### config.mk
export PLATFORM = sky130hd
export DESIGN_NAME = player_input_ctrl
export DESIGN_NICKNAME = d
export VERILOG_FILES = /design/src/rtl/player_input_pkg.sv /design/src/rtl/btn_sync_edge.sv /design/src/rtl/player_input_ctrl.sv
export SDC_FILE = /design/constraint.sdc
export NUM_CORES = 1
export LEC_CHECK = 0
export BUFFER_PORTS_ARGS = -buffer_cell sky130_fd_sc_hd__buf_4
export CORE_ASPECT_RATIO = 0.75
export CORE_MARGIN = 10
export CORE_UTILIZATION = 58
export CTS_BUF_LIST = sky130_fd_sc_hd__clkbuf_4 sky130_fd_sc_hd__clkbuf_8
export DETAILED_ROUTE_END_ITERATION = 7
export GPL_ROUTABILITY_DRIVEN = 0
export GPL_TIMING_DRIVEN = 0
export PLACE_DENSITY = 0.81
export SLEW_MARGIN = 10
export SYNTH_ARGS = -nofsm -noshare
export SYNTH_HDL_FRONTEND = slang
export SYNTH_SLANG_ARGS = --single-unit
export TNS_END_PERCENT = 5
### constraint.sdc
create_clock -name clk -period 2.6 [get_ports clk]
set_input_delay 0.52 -clock clk [delete_from_list [all_inputs] [get_ports clk]]
set_output_delay 0.52 -clock clk [all_outputs]
set_load 0.005 [all_outputs]
### src/rtl/player_input_pkg.sv
// Shared types for the player motion controller:
// jump FSM states and arbitrated horizontal direction.
package player_input_pkg;

  typedef enum logic [1:0] {
    GROUND = 2'd0,
    RISE   = 2'd1,
    FALL   = 2'd2
  } jump_state_t;

  typedef enum logic [1:0] {
    DIR_NONE  = 2'b00,
    DIR_LEFT  = 2'b01,
    DIR_RIGHT = 2'b10
  } dir_t;

  localparam int VY_W_DEF     = 8;
  localparam int JUMP_V_DEF   = 12;
  localparam int GRAVITY_DEF  = 1;
  localparam int MAX_FALL_DEF = 8;

endpackage

### src/rtl/btn_sync_edge.sv
// Two-flop synchronizer for a raw button plus a
// registered one-cycle rising-edge pulse.
module btn_sync_edge (
  input  logic clk,
  input  logic reset,
  input  logic raw,
  output logic level,
  output logic rise
);

  logic r_meta;
  logic r_sync;
  logic r_last;
  logic r_rise;

  always_ff @(posedge clk or negedge reset) begin
    if (!reset) begin
      r_meta <= 1'b0;
      r_sync <= 1'b0;
      r_last <= 1'b0;
      r_rise <= 1'b0;
    end else begin
      r_meta <= raw;
      r_sync <= r_meta;
      r_last <= r_sync;
      r_rise <= r_sync & ~r_last;
    end
  end

  assign level = r_sync;
  assign rise  = r_rise;

endmodule

### src/rtl/player_input_ctrl.sv
// Per-frame player controller: button sync, left/right
// arbitration, jump/gravity FSM and registered updates.
module player_input_ctrl
  import player_input_pkg::*;
#(
  parameter int VY_W     = VY_W_DEF,
  parameter int JUMP_V   = JUMP_V_DEF,
  parameter int GRAVITY  = GRAVITY_DEF,
  parameter int MAX_FALL = MAX_FALL_DEF
) (
  input  logic            clk,
  input  logic            reset,
  input  logic            frame_tick,
  input  logic            btn_left,
  input  logic            btn_right,
  input  logic            btn_jump,
  input  logic            on_ground,
  input  logic            hit_ceiling,
  output logic [1:0]      move_dir,
  output logic [VY_W-1:0] vy,
  output logic            airborne,
  output logic            upd_valid
);

  localparam logic signed [VY_W:0] LP_GRAV =
    (VY_W+1)'(GRAVITY);
  localparam logic signed [VY_W:0] LP_MAXF =
    (VY_W+1)'(MAX_FALL);
  localparam logic [VY_W-1:0] LP_VY_JUMP =
    VY_W'(-JUMP_V);

  logic w_l_lvl, w_l_rise;
  logic w_r_lvl, w_r_rise;
  logic w_j_lvl, w_j_rise;

  btn_sync_edge u_left (
    .clk   (clk),
    .reset (reset),
    .raw   (btn_left),
    .level (w_l_lvl),
    .rise  (w_l_rise)
  );

  btn_sync_edge u_right (
    .clk   (clk),
    .reset (reset),
    .raw   (btn_right),
    .level (w_r_lvl),
    .rise  (w_r_rise)
  );

  btn_sync_edge u_jump (
    .clk   (clk),
    .reset (reset),
    .raw   (btn_jump),
    .level (w_j_lvl),
    .rise  (w_j_rise)
  );

  dir_t            r_last_dir;
  dir_t            w_dir_nxt;
  dir_t            r_move_dir;
  jump_state_t     r_state;
  logic [VY_W-1:0] r_vy;
  logic            r_airborne;
  logic            r_upd_valid;
  logic            r_jump_req;

  logic signed [VY_W:0] w_vy_inc;
  logic [VY_W-1:0]      w_vy_fall;

  // Last-pressed-wins; left takes simultaneous presses.
  always_comb begin
    w_dir_nxt = r_last_dir;
    if (w_l_rise)
      w_dir_nxt = DIR_LEFT;
    else if (w_r_rise)
      w_dir_nxt = DIR_RIGHT;
    else if (!w_l_lvl && !w_r_lvl)
      w_dir_nxt = DIR_NONE;
    else if (r_last_dir == DIR_LEFT && !w_l_lvl)
      w_dir_nxt = DIR_RIGHT;
    else if (r_last_dir == DIR_RIGHT && !w_r_lvl)
      w_dir_nxt = DIR_LEFT;
  end

  always_comb begin
    w_vy_inc  = $signed({r_vy[VY_W-1], r_vy}) + LP_GRAV;
    w_vy_fall = w_vy_inc[VY_W-1:0];
    if (w_vy_inc > LP_MAXF)
      w_vy_fall = LP_MAXF[VY_W-1:0];
  end

  always_ff @(posedge clk or negedge reset) begin
    if (!reset) begin
      r_last_dir  <= DIR_NONE;
      r_move_dir  <= DIR_NONE;
      r_state     <= GROUND;
      r_vy        <= '0;
      r_airborne  <= 1'b0;
      r_upd_valid <= 1'b0;
      r_jump_req  <= 1'b0;
    end else begin
      r_upd_valid <= 1'b0;
      r_last_dir  <= w_dir_nxt;
      // A press landing on the tick itself waits for the next one.
      if (frame_tick)
        r_jump_req <= w_j_rise;
      else if (w_j_rise)
        r_jump_req <= 1'b1;
      if (frame_tick) begin
        r_upd_valid <= 1'b1;
        r_move_dir  <= r_last_dir;
        unique case (r_state)
          GROUND: begin
            if (!on_ground) begin
              r_state    <= FALL;
              r_vy       <= LP_GRAV[VY_W-1:0];
              r_airborne <= 1'b1;
            end else if (r_jump_req) begin
              r_state    <= RISE;
              r_vy       <= LP_VY_JUMP;
              r_airborne <= 1'b1;
            end else begin
              r_vy       <= '0;
              r_airborne <= 1'b0;
            end
          end
          RISE: begin
            r_airborne <= 1'b1;
            if (hit_ceiling || !w_j_lvl) begin
              r_state <= FALL;
              r_vy    <= '0;
            end else if (!w_vy_inc[VY_W]) begin
              r_state <= FALL;
              r_vy    <= '0;
            end else begin
              r_vy <= w_vy_inc[VY_W-1:0];
            end
          end
          FALL: begin
            if (on_ground) begin
              r_state    <= GROUND;
              r_vy       <= '0;
              r_airborne <= 1'b0;
            end else begin
              r_vy       <= w_vy_fall;
              r_airborne <= 1'b1;
            end
          end
          default: begin
            r_state    <= GROUND;
            r_vy       <= '0;
            r_airborne <= 1'b0;
          end
        endcase
      end
    end
  end

  assign move_dir  = r_move_dir;
  assign vy        = r_vy;
  assign airborne  = r_airborne;
  assign upd_valid = r_upd_valid;

endmodule

**After elaboration in Yosys (flattened, before gate mapping)**

Cells that the tools add are included.

- Bits in registers: 29
- Latch bits: 0
- RAM bits: 0
- Bits in read-only memories: 0
- Input bits: 8
- Output and inout bits: 12
- Word-level logic and storage cells: 70
- Memories kept: 0

- Add/sub/neg operators: 1
- Multipliers: 0
- Divide/modulo/power cells: 0
- Magnitude comparators: 1
- Equality and inequality tests: 7
- Shift-type cells: 0
- Muxes and demuxes: 25
- Bitwise logic cells: 6
- Reductions and logical operators: 11

Operators by type and width:

| operator | count |
|---|---|
| two-way mux 8 bit | 6 |
| case mux 8 bit (3 select lines) | 1 |
| two-way mux 2 bit | 10 |
| adder 8 x 2 -> 9 bit, second input constant | 1 |
| > comparator 9 x 5 -> 1 bit, second input constant | 1 |
| two-way mux 1 bit | 6 |
| != test 3 bit, second input constant | 2 |
| case mux 2 bit (3 select lines) | 1 |
| nonzero test 5 bit | 1 |
| == test 2 x 1 -> 1 bit, second input constant | 2 |
| == test 2 bit, second input constant | 2 |
| AND reduction 4 bit | 1 |
| bitwise AND 1 bit | 3 |
| logical AND 1 bit | 3 |
| zero test 1 bit | 3 |
| inverter 1 bit | 3 |
| case mux 1 bit (3 select lines) | 1 |
| zero test 2 bit | 1 |
| != test 2 bit, second input constant | 1 |
| nonzero test 2 bit | 1 |
| logical OR 1 bit | 1 |

**Longest topological paths before layout**

Gate-level depths: netlist (run 1).

- Depth after elaboration: 7
- Mapped depth: 7
- Depth with buffers taken out: 7

**Cells and area by module**

Synthesis (run 1) repeated with hierarchy kept, for this count alone.

- Cell total of the unflattened synthesis: 126
- Area total of the unflattened synthesis: 1403.8 µm²

Modules (own cells, without submodules):

| module | instances | cells each | area an instance (µm²) |
|---|---|---|---|
| player_input_ctrl | 1 | 111 | 1062.3 |
| btn_sync_edge | 3 | 5 | 113.9 |

**Least setup slack after synthesis (run 1)**

No wires, ideal clock.

- Path type: register -> register
- From: reg r_vy[0] (netlist: vy[0])
- To: reg r_vy[2] (netlist: vy[2])
- Library setup time: 139 ps
- Arrival time: 1965 ps
- Required time: 2461 ps
- Path slack: 496 ps
- Cell stages (with the launch flop): 8
- Path buffers: 0
- Clock period less this slack: 2104 ps
- Cells stage by stage: dfrtp_1 -> ha_1 -> a32o_2 -> a221oi_2 -> nor3_2 -> a21oi_2 -> nor4b_1 -> or4_1

- Word-level cells in the longest chain between the ends: 5

Ends and longest elaborated chain:

| item | line | text |
|---|---|---|
| start, declared | player_input_ctrl.sv:64 | `logic [VY_W-1:0] r_vy;` |
| start signal, assigned | player_input_ctrl.sv:118 | `r_vy <= LP_GRAV[VY_W-1:0];` |
| start signal, assigned | player_input_ctrl.sv:138 | `r_vy <= w_vy_inc[VY_W-1:0];` |
| start signal, assigned | player_input_ctrl.sv:147 | `r_vy <= w_vy_fall;` |
| adder 8 x 2 -> 9 bit * | player_input_ctrl.sv:88 | `w_vy_inc = $signed({r_vy[VY_W-1], r_vy}) + LP_GRAV;` |
| > comparator 9 x 5 -> 1 bit | player_input_ctrl.sv:90 | `if (w_vy_inc > LP_MAXF)` |
| two-way mux 8 bit | player_input_ctrl.sv:90 |  |
| two-way mux 8 bit | player_input_ctrl.sv:142 | `if (on_ground) begin` |
| case mux 8 bit (3 select lines) * | player_input_ctrl.sv:114 | `unique case (r_state)` |

Every way passes the cells marked *; elsewhere a longest branch is shown, timed or not.
A chain may end at the register's enable or synchronous reset.

**Worst setup path after layout (run 1)**

Same ends and word-level chain as after synthesis.

==> flow_summary.ini, run 1 <==
[global_route]
grt-ovfl-total = 0
antenna_found_initial = 0
grt_max_degree = 30
grt_pass1_vias = 1057
track_usage_pct = 14.17
grt_pass1_wl_um = 4836

[synth]
yosys.area.top_type = dfrtp_1
postSynth.asyncResetShare_pct = 100.0
synth.distinct_cells = 39
yosys-top-cells-area = dfrtp_1 55%, a21oi_1 4.2%, a21o_1 2.8%
synth_top_area_share_pct = 54.77
avgSynthCellArea_um2 = 10.77
ys.flop_type = dfrtp_1
syn_nets = 133
ys_warn_count = 0
synth_most_common_cell = dfrtp_1
synth_seq_area_share_pct = 54.77
netlist_area_um2 = 1325
ys_top_cells_by_count = 29 x dfrtp_1, 11 x a21oi_1, 10 x nor2_1
ys_seq_elements = 29
syn_inst = 123
synth_edf_count = 0

[clock_tree]
clk_pin_slew_ns = 0.09
hold_buffers = 0
ctsResizeCount = 0
cts_setup_buffers = 0
cts_buffers = 5
tritoncts = built
htree_levels = 2
clockBufferDepth = 2
cts.sinks = 29
clock_latency_ns = 0.34
cts_root_buf = clkbuf_4

[timing]
report.final.slew_viol_count = 0
tns_ns = 0
rsz0062_at_grt = false
period_share_pct = 92.66
finalHoldViolCount = 0
finalClockSkew_ns = 0.01091
finalSetupViolCount = 0
timing.final.crit_period_ns = 2.409
worstMarginPinSlew_ns = 0.4975
relSlewSlack_pct = 66.38
fmax_mhz = 415.1
whs_ns = 0.08392

[final_layout]
layout.nets = 159
fillCellCount = 147
postLayoutCoreUtil_pct = 74.49
layout-drive-gt1-share_pct = 25.33
area_delta_synth_final_pct = 17.19
num_antenna_cells = 0
layout.cells.non_filler = 174

[routing]
vias = 1092
viasPerCell = 6.276
ant_nets = 0
drt_iter0_drc = 170
firstDrtPassIters = 4
wirelength_um = 2884
route.detailed.wl_per_inst_um = 16.57
drc = 0

[place]
hpwlAfterDp_um = 2033
port_buffers = 19
place_inst = 166

[power_and_ir_drop]
netSwitchingFraction_pct = 33.56
power.share.sequential_pct = 50.5
combinationalPowerShare_pct = 26.9
p_switching_mw = 0.3953
p_per_area_nw_per_um2 = 758.4
leakagePower_nw = 0.7459
finalPower_mw = 1.178
pwr-share-clk_pct = 22.6
p_int_mw = 0.7824
peakVddDrop_mv = 0.4997

[setup_path]
crit_arrival_ns = 2.62
path_max_fanout = 10
cpMaxStageDelayCell = dfrtp_1
critPathLaunchType = register
crit_chain = ha_1 -> a32o_2 -> a221oi_2 -> nor3_2 -> a21oi_2 -> nor4b_1 -> or4_1
critPathMaxStageDelay_ns = 0.50
crit_required_ns = 2.81
endpoint_kind = register
path_class = reg -> reg

[floorplanning]
start_util_pct = 63.57
core_area_um2 = 2085
die_w_um = 75.19
ioPinCount = 20
die-height_um = 61.40
die_area_um2 = 4616
rows = 14

[worst_hold_path]
holdCritPathClass = in -> async

[status]
status = finished, final reports clean

[flow_run]
cap_violations = 0
## power groups by stage
stage / clock [mW] / combinational [mW] / sequential [mW]
4_1_cts: 0.276 / 0.317 / 0.595
3_3_place_gp: 0 / 0.305 / 0.596
2_1_floorplan: 0 / 0.189 / 0.589
5_1_grt: 0.303 / 0.356 / 0.608
3_5_place_dp: 0 / 0.312 / 0.603
6_report: 0.266 / 0.316 / 0.595
## registers in the layout (all words and copies together), names as in the netlist, 2 cells and up
register,cells
vy,8
move_dir,2
r_last_dir,2
r_state,2
## cells in the final DEF, fill, tap and decap left out, types with 2 or more instances in the layout
cell type / synthesis / final
a211o_1: 3 / 3
clkbuf_4: 0 / 6
a21oi_1: 11 / 11
ha_1: 2 / 2
or3_1: 4 / 4
inv_1: 4 / 4
nor2b_1: 3 / 3
nor3_1: 2 / 2
clkinv_2: 0 / 2
nand4_1: 2 / 2
mux2_2: 2 / 2
o21a_1: 3 / 3
o21ai_0: 5 / 5
nor2_1: 10 / 10
nand2_1: 7 / 7
a31oi_1: 2 / 2
dfrtp_1: 29 / 29
a21o_1: 5 / 5
nand3_1: 6 / 6
buf_4: 1 / 20
nor4b_1: 2 / 2
## final cells by class
| type | count | area, um^2 | share of cell area [%] |
|---|---|---|---|
| inverter | 4 | 15.01 | 0.9670 |
| buffer | 2 | 11.26 | 0.7252 |
| sequential | 29 | 725.7 | 46.74 |
| clock inverter | 2 | 10.01 | 0.6446 |
| timing repair buffer | 19 | 142.6 | 9.186 |
| clock buffer | 6 | 45.04 | 2.901 |
| tap | 24 | 30.03 | 1.934 |
| multi-input combinational | 88 | 573.1 | 36.91 |
## critical path, delay by kind of cell (launching register included)
kind | cells | cell delay, ns
AOI/OAI and AO/OA | 3 | 0.75
adders and majority gates | 1 | 0.34
DFF | 1 | 0.50
and+or+nand+nor | 3 | 0.70
## path summary, 6_finish.rpt
check,slack (ns),to,cells past startpoint,startpoint
setup / recovery,0.19,vy[2],7,vy[0]
hold / removal,0.08,upd_valid,1,reset
setup reg to reg,0.19,vy[2],7,vy[0]
hold reg to reg,0.35,u_jump.level,0,u_jump.r_meta
max in group asynchronous,2.24,vy[4],1,reset
min in group clk,0.29,u_left.r_meta,1,btn_left
## per-layer routing
| layer | track usage [%] | vias to the layer above | wire length (um) |
|---|---|---|---|
| met3 | 7.717 | 13 | 313 |
| li1 | - | 518 | - |
| met2 | 18.90 | 48 | 1222 |
| met1 | 17.73 | 513 | 1257 |
| met4 | 8.179 | 0 | 89 |
| met5 | 0 | - | 0 |
## kinds of logic (layout without fill, tap and decap cells)
kind of cell    Yosys count  count (layout)  share of synthesized area [%]
compound gates           39              39                          20.87
fa+ha+maj                 2               2                          1.888
buf+inv                   6              33                          1.983
flops                    29              29                          54.77
mux                       2               2                          1.700
simple gates             45              45                          18.79
## metrics by stage
| stage | worst slack, ns | instance area, um^2 |
|---|---|---|
| 2_1_floorplan | 0.4959 | 1325 |
| 3_3_place_gp | 0.3287 | 1498 |
| 3_5_place_dp | 0.2921 | 1498 |
| 4_1_cts | 0.2169 | 1553 |
| 5_1_grt | 0.1030 | 1553 |
| 6_report | 0.1910 | 1553 |
No activity file was read; power rests on OpenSTA's default activity.
==> run 2: changes to the inputs <==
- PLACE_DENSITY: 0.81 -> 0.83
- REMOVE_ABC_BUFFERS: not set -> 1
==> run 2 against run 1 <==
Against the previous run: power increased by 8.9%; worst hold slack improved by 0.014 ns; routed wire length decreased by 0.83%; via count decreased by 3.2%; clock power increased by 45%; non-clock buffer count decreased by 2; first-iteration DRC count decreased by 36%; critical path depth unchanged; largest power group unchanged; critical endpoint unchanged; highest routed layer unchanged; final area increased by 1.5%.
==> flow_summary.ini, run 2 (synthesized netlist as in run 1, its figures left out) <==
[status]
status = finished, final reports clean

[final_layout]
design_area_um2 = 1575
postLayoutCoreUtil_pct = 75.57
final_common_cell = dfrtp_1
layout-drive-gt1-share_pct = 25.00
fillCellCount = 149
multi_input_area_um2 = 573.1
largest_reg_flops = 8
layout.nets = 157
seqCellArea_um2 = 725.7
layout_common_cells = 29 x dfrtp_1, 19 x buf_4, 11 x a21oi_1
num_antenna_cells = 0
area_delta_synth_final_pct = 18.89

[flow_run]
cap_violations = 0

[setup_path]
endpoint_kind = register
timing.reg2reg.setup_slack_ns = 0.30
reg2regPathDepth = 7
crit_arrival_ns = 2.50
crit-reg2reg-capture = vy[2]
path_max_fanout = 10
path_class = reg -> reg
critPathLaunchType = register
r2r_start = vy[0]
crit_required_ns = 2.80

[timing]
fmax_mhz = 435.4
tns_ns = 0
finalHoldViolCount = 0
finalClockSkew_ns = 0.003418
finalSetupViolCount = 0
timing.final.crit_period_ns = 2.297
worstMarginPinSlew_ns = 0.5214
relSlewSlack_pct = 64.77
rsz0062_at_grt = false
period_share_pct = 88.34
report.final.slew_viol_count = 0

[global_route]
grt_pass1_wl_um = 4657
grt-ovfl-total = 0
antenna_found_initial = 0
grt_pass1_vias = 995
grt_max_degree = 30
track_usage_pct = 13.62

[clock_tree]
cts_root_buf = clkbuf_4
cts.sinks = 29
hold_buffers = 0
tritoncts = built
cts_setup_buffers = 0
cts_buffers = 5
htree_levels = 2
clockBufferDepth = 2
clock_latency_ns = 0.33
clk_pin_slew_ns = 0.09
ctsResizeCount = 0

[routing]
drc = 0
wirelength_um = 2860
viasPerCell = 6.145
ant_nets = 0
firstDrtPassIters = 4
drt_iter0_drc = 109
vias = 1057
route.detailed.wl_per_inst_um = 16.63

[place]
hpwlAfterDp_um = 2102
port_buffers = 19
placed_area_um2 = 1486

[floorplanning]
core_area_um2 = 2085
die_area_um2 = 4616
ioPinCount = 20
rows = 14
die-height_um = 61.40
start_util_pct = 63.57
die_w_um = 75.19

[power_and_ir_drop]
p_switching_mw = 0.3951
p_per_area_nw_per_um2 = 814.0
pwr-share-clk_pct = 30.2
leakagePower_nw = 0.7487
combinationalPowerShare_pct = 22.0
p_int_mw = 0.8872
netSwitchingFraction_pct = 30.81
peakVddDrop_mv = 0.5501
power.share.sequential_pct = 47.8

[worst_hold_path]
holdCritPathClass = in -> async
run 2: worst max-delay path: stages, from the launching register on:
cell	delay (ns)
dfrtp_1	0.50
ha_1	0.34
a32o_2	0.26
a221oi_2	0.28
nor3_2	0.11
a21oi_2	0.15
nor4b_1	0.06
or4_1	0.48
run 2: worst max-delay path by stage:
stage,start,end,slack [ns],cells after the start
detailed placement,vy[0],vy[2],0.33,7
global route,vy[0],vy[2],0.08,7
floorplan,vy[0],vy[2],0.50,7
CTS,vy[0],vy[2],0.31,7
global placement,vy[0],vy[2],0.37,7
finish,vy[0],vy[2],0.30,7
run 2: final cells by class:
class,count,area share [%]
clock buffers,6,3.257
clock inverters,2,2.383
inverters,4,0.9531
multi-input cells,88,36.38
flip-flops and latches,29,46.07
well taps,24,1.906
repair buffers,19,9.055
run 2: power by group through the flow:
stage	registers (mW)	clock network, mW	logic (mW)
3_3_place_gp	0.612	0	0.276
6_report	0.613	0.387	0.282
4_1_cts	0.610	0.396	0.286
2_1_floorplan	0.601	0	0.163
3_5_place_dp	0.619	0	0.284
5_1_grt	0.624	0.415	0.316
run 2: routing by layer:
layer  GRT usage (%)  vias up  routed length [um]
li1                -      508                   -
met1           17.33      509                1311
met2           20.00       37                1268
met3           5.466        3                 245
met4           6.332        0                  34
met5               0        -                   0
run 2: stage by stage:
| step | setup slack (ns) | total power, mW | hold slack, ns | instances |
|---|---|---|---|---|
| 6_report | 0.3030 | 1.282 | 0.09744 | 172 |
| 5_1_grt | 0.07540 | 1.355 | 0.09917 | 172 |
| 4_1_cts | 0.3120 | 1.292 | 0.09259 | 172 |
| 3_5_place_dp | 0.3279 | 0.9029 | 0.3402 | 164 |
| 3_3_place_gp | 0.3655 | 0.8877 | 0.3317 | 164 |
| 2_1_floorplan | 0.4961 | 0.7643 | 0.2244 | 121 |
==> run 3: changes to the inputs <==
- CORE_UTILIZATION: 58 -> 55
- CTS_BUF_LIST: sky130_fd_sc_hd__clkbuf_4 sky130_fd_sc_hd__clkbuf_8 -> sky130_fd_sc_hd__clkbuf_4 sky130_fd_sc_hd__clkbuf_8 sky130_fd_sc_hd__clkbuf_16
- CTS_CLUSTER_DIAMETER: not set -> 100
- PLACE_DENSITY: 0.83 -> 0.79
==> run 3 against run 2 <==
Against the previous run: clock skew up 0.0050 ns; clock power decreased by 27%; flip-flop and latch count unchanged; count of clock-buffer cells in the layout increased by 1; final area is 1.1% lower; final cell count rose by 5.2%; combinational power about the same; utilization down 7.5 points; critical path depth stayed put; worst hold slack got worse by 0.0097 ns; fmax up 0.51%; worst setup slack better by 0.012 ns.
==> flow_summary.ini, run 3 (synthesized netlist as in run 1, its figures left out) <==
[status]
status = finished, final reports clean

[floorplanning]
start_util_pct = 57.87
die-height_um = 62.51
die_w_um = 76.68
ioPinCount = 20
die_area_um2 = 4793
core_area_um2 = 2290
rows = 15

[clock_tree]
clockBufferDepth = 2
tritoncts = built
clk_pin_slew_ns = 0.09
cts_buffers = 5
cts_root_buf = clkbuf_4
ctsResizeCount = 0
hold_buffers = 0
clock_latency_ns = 0.33
htree_levels = 2
cts_setup_buffers = 0
cts.sinks = 29

[final_layout]
layout_common_cells = 29 x dfrtp_1, 19 x buf_4, 11 x a21oi_1
fillCellCount = 198
design_area_um2 = 1558
largest_reg_flops = 8
layout.nets = 157
layout-drive-gt1-share_pct = 24.49
final_common_cell = dfrtp_1
multi_input_area_um2 = 573.1
seqCellArea_um2 = 725.7
num_antenna_cells = 0
area_delta_synth_final_pct = 17.56

[timing]
tns_ns = 0
finalClockSkew_ns = 0.008388
timing.final.crit_period_ns = 2.285
finalHoldViolCount = 0
period_share_pct = 87.89
relSlewSlack_pct = 66.02
fmax_mhz = 437.6
report.final.slew_viol_count = 0
worstMarginPinSlew_ns = 0.5028
finalWorstSetupSlack_ns = 0.3148
finalSetupViolCount = 0
whs_ns = 0.08769
rsz0062_at_grt = false

[routing]
firstDrtPassIters = 4
drc = 0
route.detailed.wl_per_inst_um = 15.36
drt_iter0_drc = 86
vias = 1053
ant_nets = 0
wirelength_um = 2781
viasPerCell = 5.818

[power_and_ir_drop]
p_per_area_nw_per_um2 = 752.7
p_switching_mw = 0.3762
combinationalPowerShare_pct = 23.9
pwr-share-clk_pct = 24.1
peakVddDrop_mv = 0.4410
p_int_mw = 0.7964
leakagePower_nw = 0.7390
netSwitchingFraction_pct = 32.08
power.share.sequential_pct = 52.0

[setup_path]
path_class = reg -> reg
crit-reg2reg-capture = vy[2]
path_max_fanout = 10
r2r_start = vy[0]
crit_required_ns = 2.81
crit_arrival_ns = 2.50
reg2regPathDepth = 7
endpoint_kind = register
timing.reg2reg.setup_slack_ns = 0.31
critPathLaunchType = register
worstSetupStartpoint = vy[0]

[global_route]
grtUsageMet2_pct = 19.64
grt-ovfl-total = 0
use_met3_pct = 5.891
gr-max-usage-layer = met2
antenna_found_initial = 0
track_usage_pct = 12.95
grtUsageMet1_pct = 15.31
grt_pass1_wl_um = 4988
grt_max_degree = 30
grt_pass1_vias = 1070

[worst_hold_path]
holdCritPathClass = in -> async

[place]
dp_slack_ns = 0.3328
placed_area_um2 = 1499
port_buffers = 19
hpwlAfterDp_um = 2050

[flow_run]
cap_violations = 0
==> run 3: changes by cell type in the layout (fill, tap and decap cells not counted) <==
cell | previous run | this run
bufinv_16 | 1 | 0
clkbuf_4 | 5 | 6
clkinvlp_4 | 1 | 0
==> run 3: worst max path at each step <==
stage,endpoint,depth (start not counted)
floorplan,vy[2],7
global placement,vy[2],7
detailed placement,vy[2],7
CTS,vy[2],7
global route,vy[2],7
finish,vy[2],7
==> run 3: worst max-delay path: stages, from the launching register on <==
cell	delay, ns
dfrtp_1	0.49
ha_1	0.33
a32o_2	0.25
a221oi_2	0.28
nor3_2	0.12
a21oi_2	0.17
nor4b_1	0.07
or4_1	0.46
==> run 3: power groups by stage <==
| stage | clock network [mW] | registers, mW | logic [mW] |
|---|---|---|---|
| 2_1_floorplan | 0 | 0.601 | 0.163 |
| 3_3_place_gp | 0 | 0.612 | 0.275 |
| 3_5_place_dp | 0 | 0.618 | 0.284 |
| 4_1_cts | 0.293 | 0.608 | 0.285 |
| 5_1_grt | 0.319 | 0.626 | 0.321 |
| 6_report | 0.283 | 0.609 | 0.281 |
==> run 3: final cells by class <==
cell class | count | area share, %
Clock buffer | 7 | 3.775
Timing Repair Buffer | 19 | 9.157
Tap cell | 34 | 2.731
Sequential cell | 29 | 46.59
Inverter | 4 | 0.9639
Multi-Input combinational cell | 88 | 36.79
==> run 3: layer usage <==
layer / up-vias / share of wire, % / wire length, um
met5: - / 0 / 0
met4: 0 / 1.9 / 52
met3: 7 / 7.6 / 212
met2: 38 / 47 / 1294
met1: 502 / 44 / 1222
li1: 506 / - / -
==> run 3: metrics by stage <==
step	utilization, %	instances	total power [mW]
after global routing	68.03	181	1.266
after global placement	65.46	174	0.8871
after CTS	68.03	181	1.186
final	68.03	181	1.173
after floorplan	-	121	0.7643
after detailed placement	65.46	174	0.9017
